<file path="src/rtl/sfu_coef_scheduler.sv">
// Round-robin front end for the SFU coefficient ROM: arbitrates NREQ requesters,
// issues ROM lookups from stage A and captures coefficients in stage B.
module sfu_coef_scheduler #(
  parameter int NREQ      = 4,
  parameter int XW        = 23,
  parameter int ADDR_BITS = 7,
  parameter int FN_BITS   = 4,
  parameter int BUS_C0    = 29,
  parameter int BUS_C1    = 20,
  parameter int BUS_C2    = 14,
  parameter int IDW       = 2
) (
  input  logic                    clk,
  input  logic                    rst,
  input  logic [NREQ-1:0]         req_valid,
  output logic [NREQ-1:0]         req_ready,
  input  logic [NREQ*FN_BITS-1:0] req_fn,
  input  logic [NREQ*XW-1:0]      req_x,
  output logic [ADDR_BITS-1:0]    rom_addr,
  output logic [FN_BITS-1:0]      rom_fn,
  input  logic [BUS_C0-1:0]       rom_c0,
  input  logic [BUS_C1-1:0]       rom_c1,
  input  logic [BUS_C2-1:0]       rom_c2,
  output logic                    out_valid,
  input  logic                    out_ready,
  output logic [IDW-1:0]          out_id,
  output logic [FN_BITS-1:0]      out_fn,
  output logic [BUS_C0-1:0]       out_c0,
  output logic [BUS_C1-1:0]       out_c1,
  output logic [BUS_C2-1:0]       out_c2,
  output logic [XW-ADDR_BITS:0]   out_xl,
  output logic                    out_seg64,
  output logic                    out_err
);

  localparam int XLW = XW - ADDR_BITS + 1;

  // Handshake: a transfer happens on a clock edge where valid and ready are both 1;
  // ready never depends on the same-cycle valid of the stage it accepts into.

  function automatic logic [IDW-1:0] wrap_idx(input int v);
    return IDW'(v % NREQ);
  endfunction

  logic               a_valid_q, a_valid_d;
  logic [IDW-1:0]     a_id_q, a_id_d;
  logic [FN_BITS-1:0] a_fn_q, a_fn_d;
  logic [XW-1:0]      a_x_q, a_x_d;

  logic               b_valid_q, b_valid_d;
  logic [IDW-1:0]     b_id_q, b_id_d;
  logic [FN_BITS-1:0] b_fn_q, b_fn_d;
  logic [BUS_C0-1:0]  b_c0_q, b_c0_d;
  logic [BUS_C1-1:0]  b_c1_q, b_c1_d;
  logic [BUS_C2-1:0]  b_c2_q, b_c2_d;
  logic [XLW-1:0]     b_xl_q, b_xl_d;
  logic               b_seg64_q, b_seg64_d;
  logic               b_err_q, b_err_d;

  logic [IDW-1:0]     ptr_q, ptr_d;

  logic               adv_a, adv_b, any_req, accept, fn_err, fn_seg64;
  logic [IDW-1:0]     grant_idx;
  logic [FN_BITS-1:0] fn_arr [NREQ];
  logic [XW-1:0]      x_arr [NREQ];

  always_comb begin
    for (int i = 0; i < NREQ; i++) begin
      fn_arr[i] = req_fn[i*FN_BITS +: FN_BITS];
      x_arr[i]  = req_x[i*XW +: XW];
    end
  end

  // Scan downward so the requester closest to ptr (smallest offset) wins.
  always_comb begin
    grant_idx = ptr_q;
    for (int off = NREQ - 1; off >= 0; off--) begin
      if (req_valid[wrap_idx(int'(ptr_q) + off)]) grant_idx = wrap_idx(int'(ptr_q) + off);
    end
  end

  assign any_req = |req_valid;
  assign adv_b   = !b_valid_q || out_ready;
  assign adv_a   = !a_valid_q || adv_b;
  assign accept  = !rst && adv_a && any_req;

  always_comb begin
    req_ready = '0;
    if (accept) req_ready[grant_idx] = 1'b1;
  end

  assign rom_addr = a_valid_q ? a_x_q[XW-1 -: ADDR_BITS] : '0;
  assign rom_fn   = a_valid_q ? a_fn_q : '0;

  assign fn_err   = (a_fn_q >= FN_BITS'(10));
  assign fn_seg64 = (a_fn_q == FN_BITS'(0)) || (a_fn_q == FN_BITS'(1)) ||
                    (a_fn_q == FN_BITS'(5)) || (a_fn_q == FN_BITS'(6)) ||
                    (a_fn_q == FN_BITS'(8)) || (a_fn_q == FN_BITS'(9));

  always_comb begin
    ptr_d     = ptr_q;
    a_valid_d = a_valid_q;
    a_id_d    = a_id_q;
    a_fn_d    = a_fn_q;
    a_x_d     = a_x_q;
    if (accept) ptr_d = (grant_idx == IDW'(NREQ - 1)) ? '0 : grant_idx + 1'b1;
    if (adv_a) a_valid_d = any_req;
    if (accept) begin
      a_id_d = grant_idx;
      a_fn_d = fn_arr[grant_idx];
      a_x_d  = x_arr[grant_idx];
    end
  end

  // Bubbles only clear b_valid; the data regs keep the last delivered op.
  always_comb begin
    b_valid_d = b_valid_q;
    b_id_d    = b_id_q;
    b_fn_d    = b_fn_q;
    b_c0_d    = b_c0_q;
    b_c1_d    = b_c1_q;
    b_c2_d    = b_c2_q;
    b_xl_d    = b_xl_q;
    b_seg64_d = b_seg64_q;
    b_err_d   = b_err_q;
    if (adv_b) b_valid_d = a_valid_q;
    if (adv_b && a_valid_q) begin
      b_id_d    = a_id_q;
      b_fn_d    = a_fn_q;
      b_c0_d    = fn_err ? '0 : rom_c0;
      b_c1_d    = fn_err ? '0 : rom_c1;
      b_c2_d    = fn_err ? '0 : rom_c2;
      b_xl_d    = a_x_q[XLW-1:0];
      b_seg64_d = !fn_err && fn_seg64;
      b_err_d   = fn_err;
    end
  end

  always_ff @(posedge clk) begin
    if (rst) begin
      ptr_q     <= '0;
      a_valid_q <= 1'b0;
      a_id_q    <= '0;
      a_fn_q    <= '0;
      a_x_q     <= '0;
      b_valid_q <= 1'b0;
      b_id_q    <= '0;
      b_fn_q    <= '0;
      b_c0_q    <= '0;
      b_c1_q    <= '0;
      b_c2_q    <= '0;
      b_xl_q    <= '0;
      b_seg64_q <= 1'b0;
      b_err_q   <= 1'b0;
    end else begin
      ptr_q     <= ptr_d;
      a_valid_q <= a_valid_d;
      a_id_q    <= a_id_d;
      a_fn_q    <= a_fn_d;
      a_x_q     <= a_x_d;
      b_valid_q <= b_valid_d;
      b_id_q    <= b_id_d;
      b_fn_q    <= b_fn_d;
      b_c0_q    <= b_c0_d;
      b_c1_q    <= b_c1_d;
      b_c2_q    <= b_c2_d;
      b_xl_q    <= b_xl_d;
      b_seg64_q <= b_seg64_d;
      b_err_q   <= b_err_d;
    end
  end

  assign out_valid = b_valid_q;
  assign out_id    = b_id_q;
  assign out_fn    = b_fn_q;
  assign out_c0    = b_c0_q;
  assign out_c1    = b_c1_q;
  assign out_c2    = b_c2_q;
  assign out_xl    = b_xl_q;
  assign out_seg64 = b_seg64_q;
  assign out_err   = b_err_q;

endmodule

</file>
<file path="config.mk">
export PLATFORM = sky130hd
export DESIGN_NAME = sfu_coef_scheduler
export DESIGN_NICKNAME = d
export VERILOG_FILES = /design/src/rtl/sfu_coef_scheduler.sv
export SDC_FILE = /design/constraint.sdc
export NUM_CORES = 1
export LEC_CHECK = 0
export BUFFER_PORTS_ARGS = -buffer_cell sky130_fd_sc_hd__buf_2
export CAP_MARGIN = 15
export CORE_UTILIZATION = 45
export DETAILED_ROUTE_END_ITERATION = 8
export HOLD_SLACK_MARGIN = 0.02
export MAX_ROUTING_LAYER = met4
export PLACE_DENSITY = 0.83
export SYNTH_ARGS = -nofsm -noshare
export SYNTH_HDL_FRONTEND = slang
export SYNTH_SLANG_ARGS = --single-unit
</file>
<file path="constraint.sdc">
create_clock -name clk -period 2.1 [get_ports clk]
set_clock_uncertainty 0.1 [all_clocks]
set_input_delay 0.21 -clock clk [delete_from_list [all_inputs] [get_ports clk]]
set_output_delay 0.21 -clock clk [all_outputs]
set_load 0.03 [all_outputs]
</file>
==> results_dict.tcl <==
set metrics [dict create \
    clockRootBuffer "clkbuf_16" \
    setup.worst_path.class "reg2out" \
    ir_drop_uv 753 \
    ios 282 \
    routabilityCongestion 0.890 \
    crit_path_end "req_ready[0]" \
    max_cap_viol_count 0 \
    start_util_pct 46.2 \
    yosys-top-cells-area "dfxtp_1 46%, a22oi_1 9.0%, nand2_1 5.9%, nor2_1 5.2%, mux2i_1 3.1%" \
    power_frac_clock_pct 34.0 \
    ys_seq_area_share_pct 46.2 \
    drt-initial-drc-count 594 \
    core_area_sq_mm 0.0114 \
    fin_tns_setup_ns 0 \
    numClockSinks 121 \
    cp_num_buf_inv 1 \
    finalCritPeriodShare_pct 97.5 \
    tightest_slew_ns 0.665 \
    dieArea_sq_mm 0.0121 \
    p_seq_share_pct 35.5 \
    swShare_pct 32.5 \
    cp-end-kind "primary output" \
    reg2reg_slack_ns 0.12 \
    critPathRequiredTime_ns 1.79 \
    drv_slew 0 \
    fin_nets 1111 \
    synth_nets 763 \
    grt_pass1_wl_um 26900 \
    antenna_found_initial 0 \
    grt_pass1_vias 5500 \
    clockBufferDepth 2 \
    cts_tree "built" \
    cts_buffers 17 \
    synth_area_leader_cell "dfxtp_1" \
    die_h_um 110 \
    max_stage_delay_ns 0.42 \
    fin_util_pct 72.5 \
    status "finished clean" \
    synth-edff-count 0 \
    switching_power_mw 2.54 \
    critical_path.cell_chain "and3b_1 -> nor4_4 -> nor2_2 -> nand2_4 -> nor2_2 -> buf_6" \
    setup_viol 0 \
    synth_top_area_share_pct 46.2 \
    die_x_um 110 \
    synth.avg_cell_area_sq_um 8.97 \
    setup_ws_ns 0.0527 \
    combPwrFrac_pct 30.6 \
    leakage_nw 3.83 \
    power_density_mw_per_mm2 950 \
    timing.rr.start "ptr_q[1]" \
    post_drt_wl_per_cell_um 17.2 \
    route.detailed.drc 0 \
    r2r-end "a_x_q[3]" \
    dpl_cell_area_sq_mm 0.00677 \
    rows 39 \
    fin_area_sq_mm 0.00825 \
    viasPerCell 5.46 \
    cp.arrival_ns 1.74 \
    ys_seq_elements 121 \
    reg2reg_depth 8 \
    yosysUniqueCellTypes 44 \
    hold_viol_final 0 \
    crit_path_start "ptr_q[1]" \
    path_max_fanout 10 \
    areaGrowthSynthToFinish_pct 57.2 \
    cp_top_family "simple AND/OR/NAND/NOR gates" \
    synth_top_flop_cell "dfxtp_1" \
    numPortBuffers 281 \
    netlist_area_sq_mm 0.00525 \
    power.internal_mw 5.29 \
    max_slew_margin_pct 55.7 \
    clk_pin_slew_worst_paths_ns 0.05 \
    crit_top_cell "nor2_2" \
    clock_latency_ns 0.40 \
    period_needed_ns 2.05 \
    num_vias 5939 \
    crit_cells 6 \
    drive_above_1_share_pct 40.7 \
    min_path_type "in2reg" \
    dr.pass1.iters 5 \
    ant_nets 0 \
    overflow 0 \
    antenna_cells 0 \
    slowest_stage "dfxtp_2" \
    fmax_ghz 0.488 \
    dp_hpwl_um 11900 \
    ys_warn_count 0 \
    synth_most_common_cell "dfxtp_1" \
    htreeDepth 4 \
    yosys-top-cells-count "121 x dfxtp_1, 82 x nand2_1, 73 x nor2_1" \
    cp-start-kind "flop" \
    async_reset_ff_share_pct 0 \
    post-place-ws_ns 0.116 \
    synthCells 585 \
    gr-usage-all-layers_pct 30.1 \
    grt_max_degree 72 \
    finalWirelength_um 18700 \
]
flip-flops by register name, summed over array words and instances, names as in the netlist, 2 cells and up:
name	flops
out_c1	20
out_c0	29
out_xl	17
a_fn_q	4
out_c2	14
ptr_q	2
out_id	2
a_x_q	23
a_id_q	2
out_fn	4
per-layer routing:
layer	global-route usage, %	up-vias	part of all wire (%)
li1	-	2834	-
met1	31.9	2720	37
met2	53.1	333	51
met3	6.35	52	8.7
met4	14.5	0	3.6
met5	-	-	0
worst register-to-register path: cells and delay by family (launching register included):
family                 cells  cell delay, ns
AO/OA/AOI/OAI              2            0.36
buffers and inverters      3            0.43
flip-flops                 1            0.42
AND/OR/NAND/NOR            3            0.53
layout by cell type (no fill, tap or decap), types with 2 or more instances in the layout:
cell and count:
a22oi_1 63, a31o_1 9, clkinv_2 6, a31o_2 7, clkbuf_16 18, a211oi_1 11, nor2_1 68, buf_4 26
buf_6 4, nor2b_4 2, nor2_2 5, o31ai_1 11, buf_12 4, clkbuf_8 3, buf_2 278, dlygate4sd3_1 72
o211ai_1 16, a221oi_2 10, nand2b_1 2, nand2_1 81, nand2_4 2, o21ai_0 4, clkinvlp_4 2, mux2i_1 16
o2111ai_1 16, dfxtp_1 119, nor2b_1 3, a21oi_1 25, and4_1 11, and2_1 23
metrics by stage:
stage	hold slack [ns]	cells	power (mW)
floorplan	0.258	585	4.24
global placement	0.339	972	4.83
detailed placement	0.347	972	4.86
CTS	0.0215	1079	7.67
global route	0.0230	1087	8.17
finish	0.0214	1087	7.84
power by group through the flow:
stage / logic (mW) / clock network (mW) / registers [mW]
after floorplan: 1.19 / 0 / 3.05
after global placement: 2.04 / 0 / 2.79
after detailed placement: 2.05 / 0 / 2.81
after CTS: 2.22 / 2.69 / 2.76
after global routing: 2.55 / 2.80 / 2.81
final: 2.40 / 2.66 / 2.78
timing repair:
| item | 4_1_cts | 5_1_grt |
|---|---|---|
| gates cloned | 1 | 2 |
| hold buffers | 72 | 0 |
| pin swaps | 3 | 3 |
| setup endpoints to repair | 4 | 4 |
| buffers inserted | 4 | 6 |
| gates resized for setup | 10 | 20 |
| hold endpoints to repair | 70 | 0 |
worst min path at each step:
stage / start / endpoint / depth (start not counted)
floorplan: rom_c0[0] / out_c0[0] / 2
global placement: out_xl[14] / out_xl[14] / 2
detailed placement: out_fn[0] / out_fn[0] / 2
CTS: req_x[36] / a_x_q[13] / 3
global route: req_fn[14] / a_fn_q[2] / 3
finish: req_x[36] / a_x_q[13] / 3
kinds of logic after synthesis:
kind of cell / count (synthesis) / synth area share (%)
xor gates and xnor gates: 1 / 0.167
and+or+nand+nor: 208 / 18.3
AOI/OAI and AO/OA: 180 / 26.6
muxes: 17 / 3.27
DFF: 121 / 46.2
buffers and inverters: 58 / 5.46
area by class of cell:
type / instances / area [sq um]
clock buffers: 21 / 470
clock inverters: 9 / 75.1
fillers: 809 / 3120
inverters: 1 / 3.75
multi-input cells: 406 / 2630
flip-flops and latches: 121 / 2430
well taps: 143 / 179
repair buffers: 386 / 2460
Note: power is estimated with default switching activity, not from simulation.
